===== src/rtl/kgp_risc_pkg.sv =====
// Shared KGP-RISC definitions used by the fetch stage and the instruction memory.
package kgp_risc_pkg;

    localparam int unsigned SIZE_DEFAULT     = 32;
    localparam int unsigned MEM_SIZE_DEFAULT = 128;

    // Terminator word that ends the program image.
    localparam logic [31:0] HALT_WORD_DEFAULT = 32'hFFFF_FFFF;

    // Fetch-stage control state.
    typedef enum logic [1:0] {
        RUN    = 2'd0,
        HALTED = 2'd1,
        FAULT  = 2'd2
    } fetch_state_t;

endpackage


===== src/rtl/instruction_fetch_unit_if.sv =====
// Bus bundle between the fetch stage, the instruction memory, execute and decode.
interface instruction_fetch_unit_if
    import kgp_risc_pkg::*;
#(
    parameter int unsigned SIZE = SIZE_DEFAULT
);

    logic [SIZE-1:0] imem_addr;
    logic [SIZE-1:0] imem_data;
    logic            redirect_valid;
    logic [SIZE-1:0] redirect_target;
    logic            inst_ready;
    logic            inst_valid;
    logic [SIZE-1:0] inst_data;
    logic [SIZE-1:0] inst_pc;
    logic            halted;
    logic            fault;
    logic [SIZE-1:0] fetch_count;

    // Fetch unit side.
    modport master (
        output imem_addr,
        input  imem_data,
        input  redirect_valid,
        input  redirect_target,
        input  inst_ready,
        output inst_valid,
        output inst_data,
        output inst_pc,
        output halted,
        output fault,
        output fetch_count
    );

    // Environment side: memory, execute and decode.
    modport slave (
        input  imem_addr,
        output imem_data,
        output redirect_valid,
        output redirect_target,
        output inst_ready,
        input  inst_valid,
        input  inst_data,
        input  inst_pc,
        input  halted,
        input  fault,
        input  fetch_count
    );

endinterface


===== src/rtl/ifid_pipe_reg.sv =====
// IF/ID holding register: valid/ready slot for an instruction word and its PC.
module ifid_pipe_reg #(
    parameter int unsigned SIZE = 32
) (
    input  logic            clk,
    input  logic            rst,
    input  logic            flush,
    input  logic            load,
    input  logic            ready,
    input  logic [SIZE-1:0] d_data,
    input  logic [SIZE-1:0] d_pc,
    output logic            valid,
    output logic [SIZE-1:0] data,
    output logic [SIZE-1:0] pc
);

    // Flush beats load; an unreplaced slot empties when decode takes it.
    always_ff @(posedge clk or posedge rst) begin
        if (rst) begin
            valid <= 1'b0;
            data  <= '0;
            pc    <= '0;
        end else if (flush) begin
            valid <= 1'b0;
        end else if (load) begin
            valid <= 1'b1;
            data  <= d_data;
            pc    <= d_pc;
        end else if (valid && ready) begin
            valid <= 1'b0;
        end
    end

endmodule


===== src/rtl/instruction_fetch_unit.sv =====
// KGP-RISC fetch stage: PC, run/halt/fault control, fetch counter and IF/ID slot.
module instruction_fetch_unit
    import kgp_risc_pkg::*;
#(
    parameter int unsigned     SIZE      = SIZE_DEFAULT,
    parameter int unsigned     MEM_SIZE  = MEM_SIZE_DEFAULT,
    parameter logic [SIZE-1:0] RESET_PC  = '0,
    parameter logic [SIZE-1:0] HALT_WORD = SIZE'(HALT_WORD_DEFAULT)
) (
    input  logic                     clka,
    input  logic                     rsta,
    instruction_fetch_unit_if.master bus
);

    localparam logic [SIZE-1:0] MEM_LIMIT = SIZE'(MEM_SIZE);

    fetch_state_t    state;
    logic [SIZE-1:0] pc;
    logic [SIZE-1:0] pc_inc;
    logic [SIZE-1:0] fetch_count;
    logic            redirect_ok;
    logic            stall;
    logic            is_halt_word;
    logic            ifid_flush;
    logic            ifid_load;
    logic            ifid_valid;
    logic [SIZE-1:0] ifid_data;
    logic [SIZE-1:0] ifid_pc;

    assign pc_inc       = pc + SIZE'(1);
    assign redirect_ok  = (bus.redirect_target < MEM_LIMIT);
    assign stall        = ifid_valid && !bus.inst_ready;
    assign is_halt_word = (bus.imem_data == HALT_WORD);

    // Slot control: redirects flush, a halt word drops the slot, otherwise fetch when not stalled.
    always_comb begin
        ifid_flush = 1'b0;
        ifid_load  = 1'b0;
        case (state)
            RUN: begin
                ifid_flush = bus.redirect_valid || (!stall && is_halt_word);
                ifid_load  = !bus.redirect_valid && !stall && !is_halt_word;
            end
            HALTED:  ifid_flush = bus.redirect_valid;
            default: ifid_flush = 1'b1;
        endcase
    end

    // PC, fetch counter and fetch state.
    always_ff @(posedge clka or posedge rsta) begin
        if (rsta) begin
            state       <= RUN;
            pc          <= RESET_PC;
            fetch_count <= '0;
        end else begin
            case (state)
                RUN: begin
                    if (bus.redirect_valid) begin
                        if (redirect_ok) pc <= bus.redirect_target;
                        else             state <= FAULT;
                    end else if (!stall) begin
                        if (is_halt_word) begin
                            state <= HALTED;
                        end else begin
                            fetch_count <= fetch_count + SIZE'(1);
                            // Last word of memory: stop with the PC parked on it.
                            if (pc_inc == MEM_LIMIT) state <= HALTED;
                            else                     pc    <= pc_inc;
                        end
                    end
                end
                HALTED: begin
                    if (bus.redirect_valid) begin
                        if (redirect_ok) begin
                            pc    <= bus.redirect_target;
                            state <= RUN;
                        end else begin
                            state <= FAULT;
                        end
                    end
                end
                FAULT:   state <= FAULT;
                default: state <= FAULT;
            endcase
        end
    end

    ifid_pipe_reg #(
        .SIZE (SIZE)
    ) u_ifid (
        .clk    (clka),
        .rst    (rsta),
        .flush  (ifid_flush),
        .load   (ifid_load),
        .ready  (bus.inst_ready),
        .d_data (bus.imem_data),
        .d_pc   (pc),
        .valid  (ifid_valid),
        .data   (ifid_data),
        .pc     (ifid_pc)
    );

    assign bus.imem_addr   = pc;
    assign bus.inst_valid  = ifid_valid;
    assign bus.inst_data   = ifid_data;
    assign bus.inst_pc     = ifid_pc;
    assign bus.halted      = (state == HALTED);
    assign bus.fault       = (state == FAULT);
    assign bus.fetch_count = fetch_count;

endmodule


===== src/flat_wrapper.sv =====
// flat-port wrapper written by rule: the top's interface ports become plain ports
module instruction_fetch_unit_flat import kgp_risc_pkg::*;
#(
    parameter int unsigned     SIZE      = SIZE_DEFAULT,
    parameter int unsigned     MEM_SIZE  = MEM_SIZE_DEFAULT,
    parameter logic [SIZE-1:0] RESET_PC  = '0,
    parameter logic [SIZE-1:0] HALT_WORD = SIZE'(HALT_WORD_DEFAULT)
)
  (clka, rsta, bus_imem_addr, bus_imem_data, bus_redirect_valid, bus_redirect_target, bus_inst_ready, bus_inst_valid, bus_inst_data, bus_inst_pc, bus_halted, bus_fault, bus_fetch_count);
  instruction_fetch_unit_if #(.SIZE(SIZE)) bus_i ();
  input  logic clka;
  input  logic rsta;
  output wire logic [$bits(bus_i.imem_addr)-1:0] bus_imem_addr;
  input wire logic [$bits(bus_i.imem_data)-1:0] bus_imem_data;
  input wire logic [$bits(bus_i.redirect_valid)-1:0] bus_redirect_valid;
  input wire logic [$bits(bus_i.redirect_target)-1:0] bus_redirect_target;
  input wire logic [$bits(bus_i.inst_ready)-1:0] bus_inst_ready;
  output wire logic [$bits(bus_i.inst_valid)-1:0] bus_inst_valid;
  output wire logic [$bits(bus_i.inst_data)-1:0] bus_inst_data;
  output wire logic [$bits(bus_i.inst_pc)-1:0] bus_inst_pc;
  output wire logic [$bits(bus_i.halted)-1:0] bus_halted;
  output wire logic [$bits(bus_i.fault)-1:0] bus_fault;
  output wire logic [$bits(bus_i.fetch_count)-1:0] bus_fetch_count;
  assign bus_imem_addr = bus_i.imem_addr;
  assign bus_i.imem_data = bus_imem_data;
  assign bus_i.redirect_valid = bus_redirect_valid;
  assign bus_i.redirect_target = bus_redirect_target;
  assign bus_i.inst_ready = bus_inst_ready;
  assign bus_inst_valid = bus_i.inst_valid;
  assign bus_inst_data = bus_i.inst_data;
  assign bus_inst_pc = bus_i.inst_pc;
  assign bus_halted = bus_i.halted;
  assign bus_fault = bus_i.fault;
  assign bus_fetch_count = bus_i.fetch_count;
  instruction_fetch_unit #(.SIZE(SIZE), .MEM_SIZE(MEM_SIZE), .RESET_PC(RESET_PC), .HALT_WORD(HALT_WORD)) u_core (.clka(clka), .rsta(rsta), .bus(bus_i));
endmodule

===== config.mk =====
export PLATFORM = sky130hd
export DESIGN_NAME = instruction_fetch_unit_flat
export DESIGN_NICKNAME = d
export VERILOG_FILES = /design/src/rtl/kgp_risc_pkg.sv /design/src/rtl/instruction_fetch_unit_if.sv /design/src/rtl/ifid_pipe_reg.sv /design/src/rtl/instruction_fetch_unit.sv /design/src/flat_wrapper.sv
export SDC_FILE = /design/constraint.sdc
export NUM_CORES = 1
export LEC_CHECK = 0
export BUFFER_PORTS_ARGS = -buffer_cell sky130_fd_sc_hd__buf_2
export CAP_MARGIN = 20
export CORE_MARGIN = 5
export CORE_UTILIZATION = 55
export DETAILED_ROUTE_END_ITERATION = 6
export PLACE_DENSITY_LB_ADDON = 0.12
export SKIP_LAST_GASP = 1
export SLEW_MARGIN = 20
export SYNTH_ARGS = -nofsm -noshare
export SYNTH_HDL_FRONTEND = slang
export SYNTH_SLANG_ARGS = --single-unit

===== constraint.sdc =====
create_clock -name clka -period 11.91 [get_ports clka]
set_clock_uncertainty 0.1 [all_clocks]
set_input_delay 2.382 -clock clka [delete_from_list [all_inputs] [get_ports clka]]
set_output_delay 2.382 -clock clka [all_outputs]
set_load 0.02 [all_outputs]

# Word-level counts from Yosys, hierarchy flattened
# Cells that the tools add are included.
totals:
  reg_bits: 131
  inputBits: 68
  output_inout_bits: 131
  elab_cells: 60
classes:
  n_addsub: 2
  n_lt_le_gt_ge: 1
  n_eq_ne: 10
  mux: 20
  n_bitwise: 4
  reduce_logical: 17
ops:
  columns: ["op", "count"]
  rows:
  - ["$mux 32", 6]
  - ["$add 32x1->32 const B", 2]
  - ["$pmux 32 s2", 1]
  - ["$eq 32x32->1 const B", 1]
  - ["$eq 32x8->1 const B", 1]
  - ["$lt 32x8->1 const B", 1]
  - ["$mux 2", 7]
  - ["$ne 3x3->1 const B", 4]
  - ["$reduce_and 4->1", 2]
  - ["$logic_and 1x1->1", 5]
  - ["$reduce_and 5->1", 1]
  - ["$logic_not 1->1", 4]
  - ["$mux 1", 4]
  - ["$ne 4x2->1 const B", 1]
  - ["$not 1->1", 4]
  - ["$pmux 2 s2", 1]
  - ["$reduce_bool 3->1", 1]
  - ["$eq 2x1->1 const B", 1]
  - ["$eq 2x2->1 const B", 1]
  - ["$logic_not 2->1", 1]
  - ["$ne 2x2->1 const B", 1]
  - ["$pmux 1 s2", 1]
  - ["$reduce_and 2->1", 1]
  - ["$reduce_bool 2->1", 1]
  - ["$logic_or 1x1->1", 1]

# Longest topological paths before layout
depth:
  word_depth: 8
  depth_mapped: 12
  ltp_nobuf: 9

# Modules after synthesis
# A second synthesis with hierarchy kept.
hier_totals:
  hier_cells: 660
  hier_area_um2: 7264.5
modules_own_cells:
  columns: ["module", "instances", "cells_per_inst", "area_per_inst_um2", "seq_area_each_um2"]
  rows:
  - ["instruction_fetch_unit", 1, 519, 4519.3, 1651.6]
  - ["ifid_pipe_reg", 1, 141, 2745.1, 1626.6]

# Worst setup path before layout
# Ideal clock, no wire load.
synth_timing:
  kind: "input-to-reg"
  from: "in bus_imem_data[6]"
  to: "reg u_core.fetch_count[20], in the netlist u_core.bus.fetch_count[20]"
  setup_ns: 0.129
  t_arrival_ns: 4.349
  required_time_ns: 11.681
  path_slack_ns: 7.332
  stages: 9
  n_path_buf: 1
  path_cell_list: "nand4_1 -> nor4_1 -> a211oi_1 -> and2_1 -> clkbuf_1 -> nand2_1 -> nor3_1 -> nand4_1 -> xnor2_1"
synth_between:
  elab_chain_cells: 3
synth_lines:
  columns: ["element", "line", "source"]
  rows:
  - ["start: declaration", "flat_wrapper.sv:14", "input wire logic [$bits(bus_i.imem_data)-1:0] bus_imem_data;"]
  - ["$eq 32x32->1", "instruction_fetch_unit.sv:33", "assign is_halt_word = (bus.imem_data == HALT_WORD);"]
  - ["$not 1->1 (no source line)", null, null]
  - ["$reduce_and 4->1 (no source line)", null, null]
  - ["end signal: assignment", "instruction_fetch_unit.sv:65", "fetch_count <= fetch_count + SIZE'(1);"]
  - ["end: declaration", "instruction_fetch_unit.sv:20", "logic [SIZE-1:0] fetch_count;"]
# Every way passes these cells.
# A chain may end at the register's enable or synchronous reset.

# Worst setup path in the final report
layout_timing:
  from: "in bus_imem_data[13]"
  to: "reg u_core.fetch_count[17], in the netlist u_core.bus.fetch_count[17]"
# Same word-level chain as after synthesis.

==> key figures <==
Run status
  – Outcome: finished, final reports clean

STA
  – Number of setup violations in the final report: 0
  – Share of the clock period used by the worst path: 0.426
  – Fin. max-slew vios: 0
  – Worst slew margin relative to its limit: 0.243
  – Time the worst path needs with I/O delays and setup: 5.08 ns
  – Slew at the pin closest to its max-slew limit: 1.13 ns
  – Unrepaired setup endpoints after global routing: no
  – Final Hold Violating Endpoints: 0
  – Timing-limited maximum frequency: 197 MHz
  – Setup tns final: 0 ns
  – Final worst hold slack: 0.384 ns

Setup path
  – CP Data Arrival Time: 5.28 ns
  – Type of element launching the critical path: input port
  – Required @ worst endpoint: 12.11 ns
  – Endpoint class of the critical path: register
  – WS Path Type: input port to register
  – Largest fanout of any net on the critical path: 99
  – Setup slack on the worst flop-to-flop path: 7.16 ns
  – Worst r2r path cells: 9

Logic synthesis
  – Number of enable flip-flop cells after synthesis: 0
  – Post-synthesis mux area share: 0.112
  – Area fraction in compound gates after synthesis: 0.112
  – Fraction of registers with async set or reset after synthesis: 1.00
  – Synthesized instance count: 655
  – Number of synthesis warnings: 0
  – Post-synthesis instance area: 6880 µm²
  – Area share of and/or/nand/nor cells after synthesis: 0.195
  – Share of the yosys chip area belonging to registers: 0.477
  – Number of unique standard cell types used by synthesis: 64
  – Primary flip-flop cell chosen by synthesis mapping: sky130_fd_sc_hd__dfrtp_1
  – Mean area per synthesized cell: 10.5 µm²
  – FF+latch count, synth: 131
  – Dominant combinational cell family by area after synthesis: simple AND/OR/NAND/NOR gates
  – Area share of fa/ha/maj cells after synthesis: 0.00546
  – Synth Area in XOR/XNOR: 0.0522
  – Synthesized Nets: 726

Die
  – Initial cell density of the core: 0.568
  – Floorplan die height: 122 µm
  – Row Count: 40
  – Number of top-level pins: 199
  – Die Width: 122 µm
  – Core Footprint: 12100 µm²
  – Overall die area: 14800 µm²

Finish
  – Share of layout cells above drive strength 1: 0.372
  – Area overhead of the layout relative to synthesis: 22.5%
  – Final layout net count: 898
  – Antenna cell count: 0

Clock network
  – CTS H-tree depth: 4
  – Clock root cell: sky130_fd_sc_hd__clkbuf_16
  – Post-CTS Setup Bufs: 0
  – Number of instances resized during post-cts repair: 0
  – Number of clock sinks seen by CTS: 131
  – Max Buffers Root-to-Sink: 2
  – Clock-pin slew on the worst setup and hold paths: 0.05 ns
  – CTS tree: yes
  – Hold-fix buffer count after cts: 0
  – Clock latency on the worst-skew pair: 0.42 ns
  – Number of buffers added by the clock tree synthesis step: 17

Pwr
  – Worst vdd rail ir drop: 0.0991 mV
  – Power per cell area: 119 nW/µm²
  – Leakage power total: 0.00402 µW

Place
  – Number of port buffers: 198
  – Global placer's final weighted congestion: 0.920
  – Final HPWL from detailed placement: 13900 µm

Global route
  – Wire length of the first global-routing pass: 31200 µm
  – Overall fraction of global-route tracks in use: 0.267
  – Pin count of the biggest net entering global routing: 100
  – Antenna violations before repair: 0
  – Remaining global-route overflow: 0
  – Vias in the first global route: 6054

Route
  – Vias per cell: 5.96
  – Routed length per instance: 19.4 µm
  – Antenna Nets Post-Route: 0
  – DR iter-0 viols: 492
  – Final routed DRC violation total: 0
  – DRT Pass-1 Iters: 5
  – Aggregate routed wire length: 19500 µm
  – Via count: 6000

Hold path
  – Hold Path Class: register to register
  – Hold Path Stages: 1

Job
  – Count of maximum capacitance violations: 0
## cells by family after synthesis
logic type / Yosys count
compound gates: 113
xor+xnor: 41
fa+ha+maj: 3
buf+inv: 67
flops: 131
mux: 69
simple gates: 231
## cells in the mapped netlist, types with 3 or more instances
library cell / number / share of area
sky130_fd_sc_hd__nand3_1: 32 / 0.023
sky130_fd_sc_hd__ha_1: 3 / 0.0055
sky130_fd_sc_hd__and4_1: 11 / 0.014
sky130_fd_sc_hd__o2bb2ai_1: 3 / 0.0038
sky130_fd_sc_hd__xnor2_1: 31 / 0.039
sky130_fd_sc_hd__nor2b_1: 3 / 0.0027
sky130_fd_sc_hd__o21ai_0: 18 / 0.013
sky130_fd_sc_hd__a21oi_1: 19 / 0.014
sky130_fd_sc_hd__buf_2: 15 / 0.011
sky130_fd_sc_hd__nor4_1: 24 / 0.022
sky130_fd_sc_hd__buf_1: 7 / 0.0038
sky130_fd_sc_hd__xor2_1: 10 / 0.013
sky130_fd_sc_hd__a31oi_1: 23 / 0.021
sky130_fd_sc_hd__o21a_1: 5 / 0.0055
sky130_fd_sc_hd__o31ai_1: 6 / 0.0066
sky130_fd_sc_hd__mux2i_1: 3 / 0.0044
sky130_fd_sc_hd__clkbuf_1: 16 / 0.0087
sky130_fd_sc_hd__nor3_1: 14 / 0.010
sky130_fd_sc_hd__buf_4: 4 / 0.0044
sky130_fd_sc_hd__inv_1: 20 / 0.011
sky130_fd_sc_hd__o211ai_1: 6 / 0.0066
sky130_fd_sc_hd__buf_6: 4 / 0.0066
sky130_fd_sc_hd__a221o_1: 6 / 0.0087
sky130_fd_sc_hd__mux2_2: 66 / 0.11
sky130_fd_sc_hd__or3_1: 5 / 0.0045
sky130_fd_sc_hd__o2111ai_1: 3 / 0.0038
sky130_fd_sc_hd__and2_1: 4 / 0.0036
sky130_fd_sc_hd__or4_1: 6 / 0.0066
sky130_fd_sc_hd__nand4_4: 3 / 0.0093
sky130_fd_sc_hd__nand4_1: 33 / 0.030
sky130_fd_sc_hd__and3_1: 7 / 0.0064
sky130_fd_sc_hd__or2_2: 5 / 0.0045
sky130_fd_sc_hd__dfrtp_1: 131 / 0.48
sky130_fd_sc_hd__a211oi_1: 3 / 0.0033
sky130_fd_sc_hd__nand2_1: 33 / 0.018
sky130_fd_sc_hd__o221ai_1: 3 / 0.0038
sky130_fd_sc_hd__nand2b_1: 4 / 0.0036
sky130_fd_sc_hd__nor2_1: 37 / 0.020
## critical path, stage by stage
cell	delay, ns
sky130_fd_sc_hd__buf_2	0.10
sky130_fd_sc_hd__nand4_1	0.11
sky130_fd_sc_hd__nor4_1	0.08
sky130_fd_sc_hd__a211oi_1	0.45
sky130_fd_sc_hd__and2_4	0.23
sky130_fd_sc_hd__buf_6	0.60
sky130_fd_sc_hd__nand4_1	0.39
sky130_fd_sc_hd__nor2_1	0.51
sky130_fd_sc_hd__nand4_1	0.18
sky130_fd_sc_hd__xnor2_1	0.15
## area by class of cell
class / instances / area, µm²
flip-flops and latches: 131 / 3280
multi-input cells: 457 / 3300
clock buffers: 22 / 464
well taps: 168 / 210
inverters: 20 / 80.1
repair buffers: 200 / 1010
clock inverters: 9 / 81.3
fillers: 940 / 3690
## flip-flops by register name (all words and copies together) (netlist names)
name and flops:
u_core.bus.fetch_count 32, u_core.u_ifid.data 32, u_core.state 2, u_core.u_ifid.valid 1, u_core.bus.imem_addr 32, u_core.u_ifid.pc 32
## power by group
group	total (µW)	switching [µW]	internal, µW
registers	461	8.40	453
logic	55.5	34.4	21.2
clock network	487	191	295
total	1000	234	769
## cells in the final DEF (no fill, tap or decap), types with 4 or more instances in the layout
cell / count
sky130_fd_sc_hd__o211ai_1: 6
sky130_fd_sc_hd__nor4_1: 24
sky130_fd_sc_hd__mux2_2: 66
sky130_fd_sc_hd__a221o_1: 6
sky130_fd_sc_hd__o31ai_1: 6
sky130_fd_sc_hd__xnor2_1: 31
sky130_fd_sc_hd__o21ai_0: 18
sky130_fd_sc_hd__clkinv_2: 4
sky130_fd_sc_hd__buf_2: 198
sky130_fd_sc_hd__and4_1: 11
sky130_fd_sc_hd__xor2_1: 10
sky130_fd_sc_hd__dfrtp_1: 131
sky130_fd_sc_hd__or4_1: 6
sky130_fd_sc_hd__nand2_1: 33
sky130_fd_sc_hd__clkbuf_16: 17
sky130_fd_sc_hd__a31oi_1: 23
sky130_fd_sc_hd__or2_2: 5
sky130_fd_sc_hd__and3_1: 7
sky130_fd_sc_hd__nor2_1: 37
sky130_fd_sc_hd__nor3_1: 13
sky130_fd_sc_hd__inv_1: 19
sky130_fd_sc_hd__nand3_1: 32
sky130_fd_sc_hd__nand2b_1: 4
sky130_fd_sc_hd__or3_1: 5
sky130_fd_sc_hd__o21a_1: 5
sky130_fd_sc_hd__a21oi_1: 19
sky130_fd_sc_hd__nand4_1: 33
## layer usage
layer,GRT usage,share of wire
met5,0,0
met1,0.357,0.43
met3,0.0771,0.079
met4,0.0861,0.018
met2,0.420,0.48
## metrics by stage
| step | instances | total power (µW) | utilization | setup slack, ns | area (µm²) |
|---|---|---|---|---|---|
| finish | 1007 | 1000 | 0.695 | 6.83 | 8420 |
| detailed placement | 976 | 524 | 0.649 | 6.14 | 7860 |
| floorplan | 655 | 497 | - | 5.93 | 6880 |
| global route | 1007 | 1040 | 0.695 | 6.61 | 8420 |
| global placement | 976 | 523 | 0.649 | 6.23 | 7860 |
| CTS | 1007 | 1010 | 0.694 | 6.57 | 8410 |
## worst paths after layout
check	start	to
max	bus_imem_data[13]	u_core.bus.fetch_count[17]
min	u_core.bus.fetch_count[22]	u_core.bus.fetch_count[22]
max reg2reg	u_core.bus.imem_addr[0]	u_core.bus.imem_addr[4]
min reg2reg	u_core.bus.fetch_count[22]	u_core.bus.fetch_count[22]
max in group asynchronous	rsta	u_core.u_ifid.pc[13]
min in group asynchronous	rsta	u_core.u_ifid.data[31]
Power figures use the tool's default switching activity.
